### src/rtl/id_ex_pipe_pkg.sv
// rtl/id_ex_pipe_pkg.sv - shared RV32I opcode, ALU and branch constants
// Purpose: opcode encodings (LOAD, NOP and the other RV32I major opcodes),
//          alu_op / branch_alu_op encodings shared with ex_ctrl, and the
//          register-hit helper used by the forwarding muxes.
// Ports:   none (package).
package id_ex_pipe_pkg;

  localparam logic [6:0] OPC_LOAD     = 7'b0000011;
  localparam logic [6:0] OPC_MISC_MEM = 7'b0001111;
  localparam logic [6:0] OPC_OP_IMM   = 7'b0010011;
  localparam logic [6:0] OPC_AUIPC    = 7'b0010111;
  localparam logic [6:0] OPC_STORE    = 7'b0100011;
  localparam logic [6:0] OPC_OP       = 7'b0110011;
  localparam logic [6:0] OPC_LUI      = 7'b0110111;
  localparam logic [6:0] OPC_BRANCH   = 7'b1100011;
  localparam logic [6:0] OPC_JALR     = 7'b1100111;
  localparam logic [6:0] OPC_JAL      = 7'b1101111;
  localparam logic [6:0] OPC_SYSTEM   = 7'b1110011;

  // ADDI x0,x0,0
  localparam logic [6:0] OPC_NOP      = OPC_OP_IMM;

  typedef enum logic [3:0] {
    ALU_ADD    = 4'd0,
    ALU_SUB    = 4'd1,
    ALU_SLL    = 4'd2,
    ALU_SLT    = 4'd3,
    ALU_SLTU   = 4'd4,
    ALU_XOR    = 4'd5,
    ALU_SRL    = 4'd6,
    ALU_SRA    = 4'd7,
    ALU_OR     = 4'd8,
    ALU_AND    = 4'd9,
    ALU_PASS_B = 4'd10
  } alu_op_e;

  typedef enum logic [2:0] {
    BR_EQ   = 3'd0,
    BR_NE   = 3'd1,
    BR_LT   = 3'd2,
    BR_GE   = 3'd3,
    BR_LTU  = 3'd4,
    BR_GEU  = 3'd5,
    BR_NONE = 3'd6
  } branch_alu_op_e;

  // A later stage supplies rs only when it really writes a non-x0 rd == rs.
  function automatic logic rd_hit(input logic we, input logic [4:0] rd,
                                  input logic [4:0] rs);
    return we && (rd != 5'd0) && (rd == rs);
  endfunction

endpackage

### src/rtl/id_ex_pipe_fwd_mux.sv
// rtl/id_ex_pipe_fwd_mux.sv - combinational MEM/WB forwarding mux for one operand
// Purpose: selects MEM result, WB result or the stored operand for one rs.
//          MEM wins over WB; x0 is never forwarded.
// Ports:   i_rs/i_stored      - stored source register and its captured value
//          i_mem_we/rd/data   - MEM stage write-back intent and result
//          i_wb_we/rd/data    - WB stage write port
//          o_data             - forwarded operand
module fwd_mux
  import id_ex_pipe_pkg::*;
#(
  parameter int XLEN = 32
) (
  input  logic [4:0]      i_rs,
  input  logic [XLEN-1:0] i_stored,
  input  logic            i_mem_we,
  input  logic [4:0]      i_mem_rd,
  input  logic [XLEN-1:0] i_mem_data,
  input  logic            i_wb_we,
  input  logic [4:0]      i_wb_rd,
  input  logic [XLEN-1:0] i_wb_data,
  output logic [XLEN-1:0] o_data
);

  always_comb begin
    o_data = i_stored;
    if (rd_hit(i_mem_we, i_mem_rd, i_rs)) begin
      o_data = i_mem_data;
    end else if (rd_hit(i_wb_we, i_wb_rd, i_rs)) begin
      o_data = i_wb_data;
    end
  end

endmodule

### src/rtl/id_ex_pipe.sv
// rtl/id_ex_pipe.sv - RV32I ID/EX pipeline register with forwarding and load-use bubble
// Purpose: registers decoded ID fields for ex_ctrl, forwards MEM/WB results
//          onto data1/data2, inserts one bubble on a load-use hazard, honours
//          downstream stall and branch/jump flush (stall_in > flush > load-use).
// Ports:   clk, rst_n (async active-low)
//          id_*        - decoded instruction, operands, pc, imm from ID
//          stall_in    - MEM hold request; flush - taken branch/jump from EX
//          mem_*/wb_*  - later-stage write-back info for forwarding
//          ex_*        - registered fields and forwarded operands to ex_ctrl
//          id_stall    - freeze IF/ID this cycle
//          stall_cnt   - load-use bubble count (only with ID_EX_PERF_EN)
// Config:  `define ID_EX_PERF_EN to add the stall_cnt performance counter.
module id_ex_pipe
  import id_ex_pipe_pkg::*;
#(
  parameter logic [6:0] NOP_OPCODE = 7'b0010011,
  parameter int         XLEN       = 32
) (
  input  logic            clk,
  input  logic            rst_n,
  input  logic            id_valid,
  input  logic [XLEN-1:0] id_pc,
  input  logic [6:0]      id_opcode,
  input  logic [2:0]      id_funct3,
  input  logic [6:0]      id_funct7,
  input  logic [4:0]      id_rs1,
  input  logic [4:0]      id_rs2,
  input  logic [4:0]      id_rd,
  input  logic [XLEN-1:0] id_data1,
  input  logic [XLEN-1:0] id_data2,
  input  logic [XLEN-1:0] id_imm,
  input  logic            stall_in,
  input  logic            flush,
  input  logic            mem_reg_we,
  input  logic [4:0]      mem_rd,
  input  logic [XLEN-1:0] mem_fwd_data,
  input  logic            wb_reg_we,
  input  logic [4:0]      wb_rd,
  input  logic [XLEN-1:0] wb_data,
  output logic            ex_valid,
  output logic [XLEN-1:0] ex_pc,
  output logic [6:0]      ex_opcode,
  output logic [2:0]      ex_funct3,
  output logic [6:0]      ex_funct7,
  output logic [4:0]      ex_rd,
  output logic [XLEN-1:0] ex_imm,
  output logic [XLEN-1:0] ex_data1,
  output logic [XLEN-1:0] ex_data2,
`ifdef ID_EX_PERF_EN
  output logic [31:0]     stall_cnt,
`endif
  output logic            id_stall
);

  logic            r_valid;
  logic [XLEN-1:0] r_pc;
  logic [6:0]      r_opcode;
  logic [2:0]      r_funct3;
  logic [6:0]      r_funct7;
  logic [4:0]      r_rd;
  logic [XLEN-1:0] r_imm;
  logic [4:0]      r_rs1;
  logic [4:0]      r_rs2;
  logic [XLEN-1:0] r_data1;
  logic [XLEN-1:0] r_data2;

  logic            w_load_use;
  logic            w_bubble;
  logic [XLEN-1:0] w_fwd1;
  logic [XLEN-1:0] w_fwd2;

  // Conservative: both rs fields are compared whatever the ID opcode uses.
  assign w_load_use = r_valid && (r_opcode == OPC_LOAD) && (r_rd != 5'd0) &&
                      id_valid && ((id_rs1 == r_rd) || (id_rs2 == r_rd));

  assign w_bubble = !stall_in && (flush || w_load_use);
  assign id_stall = stall_in || (!flush && w_load_use);

  fwd_mux #(.XLEN(XLEN)) u_fwd1 (
    .i_rs       (r_rs1),
    .i_stored   (r_data1),
    .i_mem_we   (mem_reg_we),
    .i_mem_rd   (mem_rd),
    .i_mem_data (mem_fwd_data),
    .i_wb_we    (wb_reg_we),
    .i_wb_rd    (wb_rd),
    .i_wb_data  (wb_data),
    .o_data     (w_fwd1)
  );

  fwd_mux #(.XLEN(XLEN)) u_fwd2 (
    .i_rs       (r_rs2),
    .i_stored   (r_data2),
    .i_mem_we   (mem_reg_we),
    .i_mem_rd   (mem_rd),
    .i_mem_data (mem_fwd_data),
    .i_wb_we    (wb_reg_we),
    .i_wb_rd    (wb_rd),
    .i_wb_data  (wb_data),
    .o_data     (w_fwd2)
  );

  always_ff @(posedge clk or negedge rst_n) begin
    if (!rst_n) begin
      r_valid  <= 1'b0;
      r_pc     <= '0;
      r_opcode <= NOP_OPCODE;
      r_funct3 <= '0;
      r_funct7 <= '0;
      r_rd     <= '0;
      r_imm    <= '0;
      r_rs1    <= '0;
      r_rs2    <= '0;
      r_data1  <= '0;
      r_data2  <= '0;
    end else if (stall_in) begin
      // Fields hold, but operands absorb whatever is being forwarded now so a
      // producer leaving WB during the hold is not lost.
      r_data1 <= w_fwd1;
      r_data2 <= w_fwd2;
    end else if (w_bubble) begin
      // rs=x0 with zero data keeps the bubble's operands zero under forwarding.
      r_valid  <= 1'b0;
      r_opcode <= NOP_OPCODE;
      r_funct3 <= '0;
      r_funct7 <= '0;
      r_rd     <= '0;
      r_imm    <= '0;
      r_rs1    <= '0;
      r_rs2    <= '0;
      r_data1  <= '0;
      r_data2  <= '0;
    end else begin
      r_valid  <= id_valid;
      r_pc     <= id_pc;
      r_opcode <= id_opcode;
      r_funct3 <= id_funct3;
      r_funct7 <= id_funct7;
      r_rd     <= id_rd;
      r_imm    <= id_imm;
      r_rs1    <= id_rs1;
      r_rs2    <= id_rs2;
      r_data1  <= id_data1;
      r_data2  <= id_data2;
    end
  end

`ifdef ID_EX_PERF_EN
  logic [31:0] r_stall_cnt;

  always_ff @(posedge clk or negedge rst_n) begin
    if (!rst_n) begin
      r_stall_cnt <= '0;
    end else if (!stall_in && !flush && w_load_use) begin
      r_stall_cnt <= r_stall_cnt + 32'd1;
    end
  end

  assign stall_cnt = r_stall_cnt;
`endif

  assign ex_valid  = r_valid;
  assign ex_pc     = r_pc;
  assign ex_opcode = r_opcode;
  assign ex_funct3 = r_funct3;
  assign ex_funct7 = r_funct7;
  assign ex_rd     = r_rd;
  assign ex_imm    = r_imm;
  assign ex_data1  = w_fwd1;
  assign ex_data2  = w_fwd2;

endmodule

### config.mk
export PLATFORM = sky130hd
export DESIGN_NAME = id_ex_pipe
export DESIGN_NICKNAME = d
export VERILOG_FILES = /design/src/rtl/id_ex_pipe_pkg.sv /design/src/rtl/id_ex_pipe_fwd_mux.sv /design/src/rtl/id_ex_pipe.sv
export SDC_FILE = /design/constraint.sdc
export NUM_CORES = 1
export LEC_CHECK = 0
export CAP_MARGIN = 0
export CORE_MARGIN = 3
export CORE_UTILIZATION = 37
export DETAILED_ROUTE_END_ITERATION = 16
export GPL_TIMING_DRIVEN = 0
export PLACE_DENSITY = 0.77
export SYNTH_ARGS = -nofsm -noshare
export SYNTH_HDL_FRONTEND = slang
export SYNTH_SLANG_ARGS = --single-unit
### constraint.sdc
create_clock -name clk -period 2.56 [get_ports clk]
set_input_delay 0.512 -clock clk [delete_from_list [all_inputs] [get_ports clk]]
set_output_delay 0.512 -clock clk [all_outputs]
set_load 0.05 [all_outputs]
==> out/metrics.yaml <==
yosys:
  ys_warn_count: 0
  netlist_instances: 775
  ys.flop_type: "dfrtp_1"
  synth_seq_cells: 161
  synth-seq-area-share_pct: 49.2
  synth_fp_nets: 1016
  synth_cell_types: 33
  syn_area_sq_um: 8200
  synth_area_per_cell_sq_um: 10.6
  synthArstFlopShare_pct: 100
  synth_edf_count: 0
layout:
  fillers: 1278
  seq_area_sq_um: 4030
  finalInstanceArea_sq_um: 16500
  drive_above_1_share_pct: 38.9
  fin_util_pct: 77.2
  area_growth_pct: 102
  multi_input_area_sq_um: 5920
  layout.nets: 1488
pwr:
  p_sw_share_pct: 38.2
  switchingPower_mw: 3.70
  total_leakage_power_nw: 6.42
  intPower_mw: 5.99
  pwr-share-comb_pct: 41.7
  power_density_nw_per_um2: 586
  seq_power_share_pct: 30.9
  clockPowerShare_pct: 27.4
  worst_ir_drop_vdd_v: 0.000512
global_routing:
  grt_max_degree: 116
  antenna_found_initial: 6
  grt_pass1_vias: 10000
  grt-ovfl-total: 0
  grt_pass1_wl_mm: 61.7
  grtUsageTotal_pct: 33.8
hold_path:
  hp-class: "reg2reg"
  hold_depth: 1
die:
  rows: 53
  die_h_microns: 155
  pin_count: 393
  coreArea_sq_um: 21400
  initial_core_util_pct: 38.3
  die_w_microns: 155
  dieArea_sq_um: 24000
sta:
  timing.final.ws_setup_ps: -601
  holdWs_ps: 509
  rsz0062_at_grt: "true"
  finalMaxSlewViolations: 0
  fmax_ghz: 0.316
  period_needed_ps: 3160
  final.setup_skew_ps: 13.1
  hold_viol: 0
  finalSetupViolCount: 64
  fin_crit_sh_pct: 123
  tightest_slew_ps: 641
  slew_headroom_pct: 57.1
worst_setup_path:
  slowest_delay_ps: 500
  critical_path_arrival_ps: 2650
  cp_num_cells: 7
  r2r_cells: 10
  cp.required_ps: 2050
  reg2reg_from: "r_rs1[2]$_DFFE_PN0N_"
  ff2ff_setup_slack_ps: 40
  crit_chain: "xor2_2 -> or3_1 -> buf_6 -> buf_12 -> or4_4 -> a31oi_4 -> buf_6"
  path_class: "reg2out"
  cp_common_cell: "buf_6"
  cpLargestDelayFamily: "simple AND/OR/NAND/NOR gates"
  worstPathMaxFanout: 8
  cp_slowest_cell: "or4_4"
  rr_endpoint: "r_data1[5]$_DFF_PN0_"
  critPathBufInv: 3
  endpoint_kind: "output pin"
  startpoint: "r_rs1[2]$_DFFE_PN0N_"
  worst_setup_path_start_kind: "flip-flop"
  cp-endpoint: "ex_data1[29]"
placement:
  place_area_sq_um: 13600
  place_congestion: 0.944
  hpwl_mm: 27.9
  portBuffers: 391
clock_network:
  cts_tree: "built"
  clk_pin_slew_ps: 70
  h-tree-depth: 4
  cts_buffer_depth: 2
  insertion_delay_ps: 430
  clock_sinks: 161
  cts_buffers: 17
  cts-root-buf: "clkbuf_16"
drt:
  drt_first_pass_iters: 5
  ant_nets: 0
  drc: 0
  vias: 9298
  drt_iter0_markers: 605
  drt-total-wl_mm: 41.7
  wl_per_cell_microns: 27.0
  viasPerCell: 6.03
run_status:
  violations: "setup timing"
  status: "finished, violations left"
job:
  cap_violations: 0
## cell usage after synthesis (2+ instances only)
master	count	area, sq um
a21oi_1	3	15.0
a22o_1	126	1100
a31oi_1	61	382
a31oi_2	3	37.5
buf_1	3	11.3
buf_2	19	95.1
buf_6	4	45.0
clkbuf_1	67	251
dfrtp_1	158	3950
dfstp_2	3	78.8
inv_1	34	128
mux2_2	32	360
nand2_1	10	37.5
nand3_1	2	10.0
nand4_1	34	213
nor2_1	2	7.51
nor2b_1	3	18.8
nor3_1	67	335
nor4_1	4	25.0
o211ai_2	2	25.0
o31ai_1	64	480
or2_2	4	25.0
or3_1	2	12.5
or4_1	31	233
xnor2_1	20	175
xor2_1	10	87.6
## routing by layer
layer  global-route usage [%]  up-vias  wire (microns)
met1                     37.5     4641           14600
met3                     11.3      114            4070
met5                        0        -               7
met2                     59.4      555           21200
li1                         -     3986               -
met4                     13.8        2            1740
## how the worst min path moves through the flow
stage / startpoint / to / slack [ps]
after floorplan: rst_n / ex_funct3[0]$_DFFE_PN0N_ / 220
after global placement: ex_pc[25]$_DFFE_PN0P_ / ex_pc[25]$_DFFE_PN0P_ / 490
after detailed placement: rst_n / r_data1[18]$_DFF_PN0_ / 430
after CTS: ex_pc[24]$_DFFE_PN0P_ / ex_pc[24]$_DFFE_PN0P_ / 510
after global routing: ex_imm[19]$_DFFE_PN0N_ / ex_imm[19]$_DFFE_PN0N_ / 530
final: ex_imm[12]$_DFFE_PN0N_ / ex_imm[12]$_DFFE_PN0N_ / 510
## per-stage QoR
| stage | setup WS, ps | setup TNS (ps) | instances | power [mW] |
|---|---|---|---|---|
| 3_3_place_gp | -5780 | -1099720 | 1441 | 6.24 |
| 5_1_grt | -678 | -29820 | 1540 | 9.97 |
| 6_report | -601 | -26090 | 1542 | 9.69 |
| 4_1_cts | -597 | -23790 | 1526 | 9.51 |
| 2_1_floorplan | -134 | -4280 | 775 | 4.93 |
| 3_5_place_dp | -1840 | -191690 | 1442 | 6.28 |
## state kept, by name, indices dropped and copies added, names as in the netlist
| signal | flops |
|---|---|
| ex_funct3 | 3 |
| ex_funct7 | 7 |
| ex_imm | 32 |
| ex_opcode | 7 |
| ex_pc | 32 |
| ex_rd | 5 |
| ex_valid | 1 |
| r_data1 | 32 |
| r_data2 | 32 |
| r_rs1 | 5 |
| r_rs2 | 5 |
## cell usage in the layout (no fill, tap or decap), types with 17 or more instances in the layout
master	n
a22o_1	126
a31oi_4	64
buf_4	55
buf_6	68
clkbuf_1	20
clkbuf_16	27
clkbuf_2	21
clkdlybuf4s50_1	314
dfrtp_1	158
inv_1	33
mux2_2	32
nand4_1	34
nor3_1	34
nor3_2	30
o31ai_4	62
or4_4	30
xnor2_1	17
## power groups by stage
| stage | sequential [mW] | clock [mW] | combinational (mW) |
|---|---|---|---|
| after global placement | 2.97 | 0 | 3.27 |
| final | 3.00 | 2.65 | 4.04 |
| after detailed placement | 2.98 | 0 | 3.30 |
| after global routing | 3.02 | 2.77 | 4.18 |
| after CTS | 2.98 | 2.64 | 3.88 |
| after floorplan | 3.46 | 0 | 1.47 |
## logic make-up after synthesis
| group | synth area share, % |
|---|---|
| multiplexers | 4.39 |
| AND/OR/NAND/NOR | 11.3 |
| XOR/XNOR | 3.20 |
| buffers and inverters | 6.47 |
| flip-flops | 49.2 |
| AO/OA/AOI/OAI | 25.5 |
## repair_timing
action	CTS	global route
pin swaps	67	39
gates resized for setup	781	56
setup buffers	51	16
hold buffers	1	0
gates cloned	7	0
endpoints found under the setup margin	158	96
hold endpoints to repair	46	0
## layout make-up
| class | instances | area share, % |
|---|---|---|
| Inverter | 34 | 0.772 |
| Multi-Input combinational cell | 487 | 35.8 |
| Clock inverter | 12 | 0.885 |
| Antenna cell | 7 | 0.106 |
| Sequential cell | 161 | 24.4 |
| Buffer | 84 | 4.75 |
| Clock buffer | 20 | 2.70 |
| Tap cell | 275 | 2.08 |
| Timing Repair Buffer | 462 | 28.5 |
Note: power is estimated with default switching activity, not from simulation.
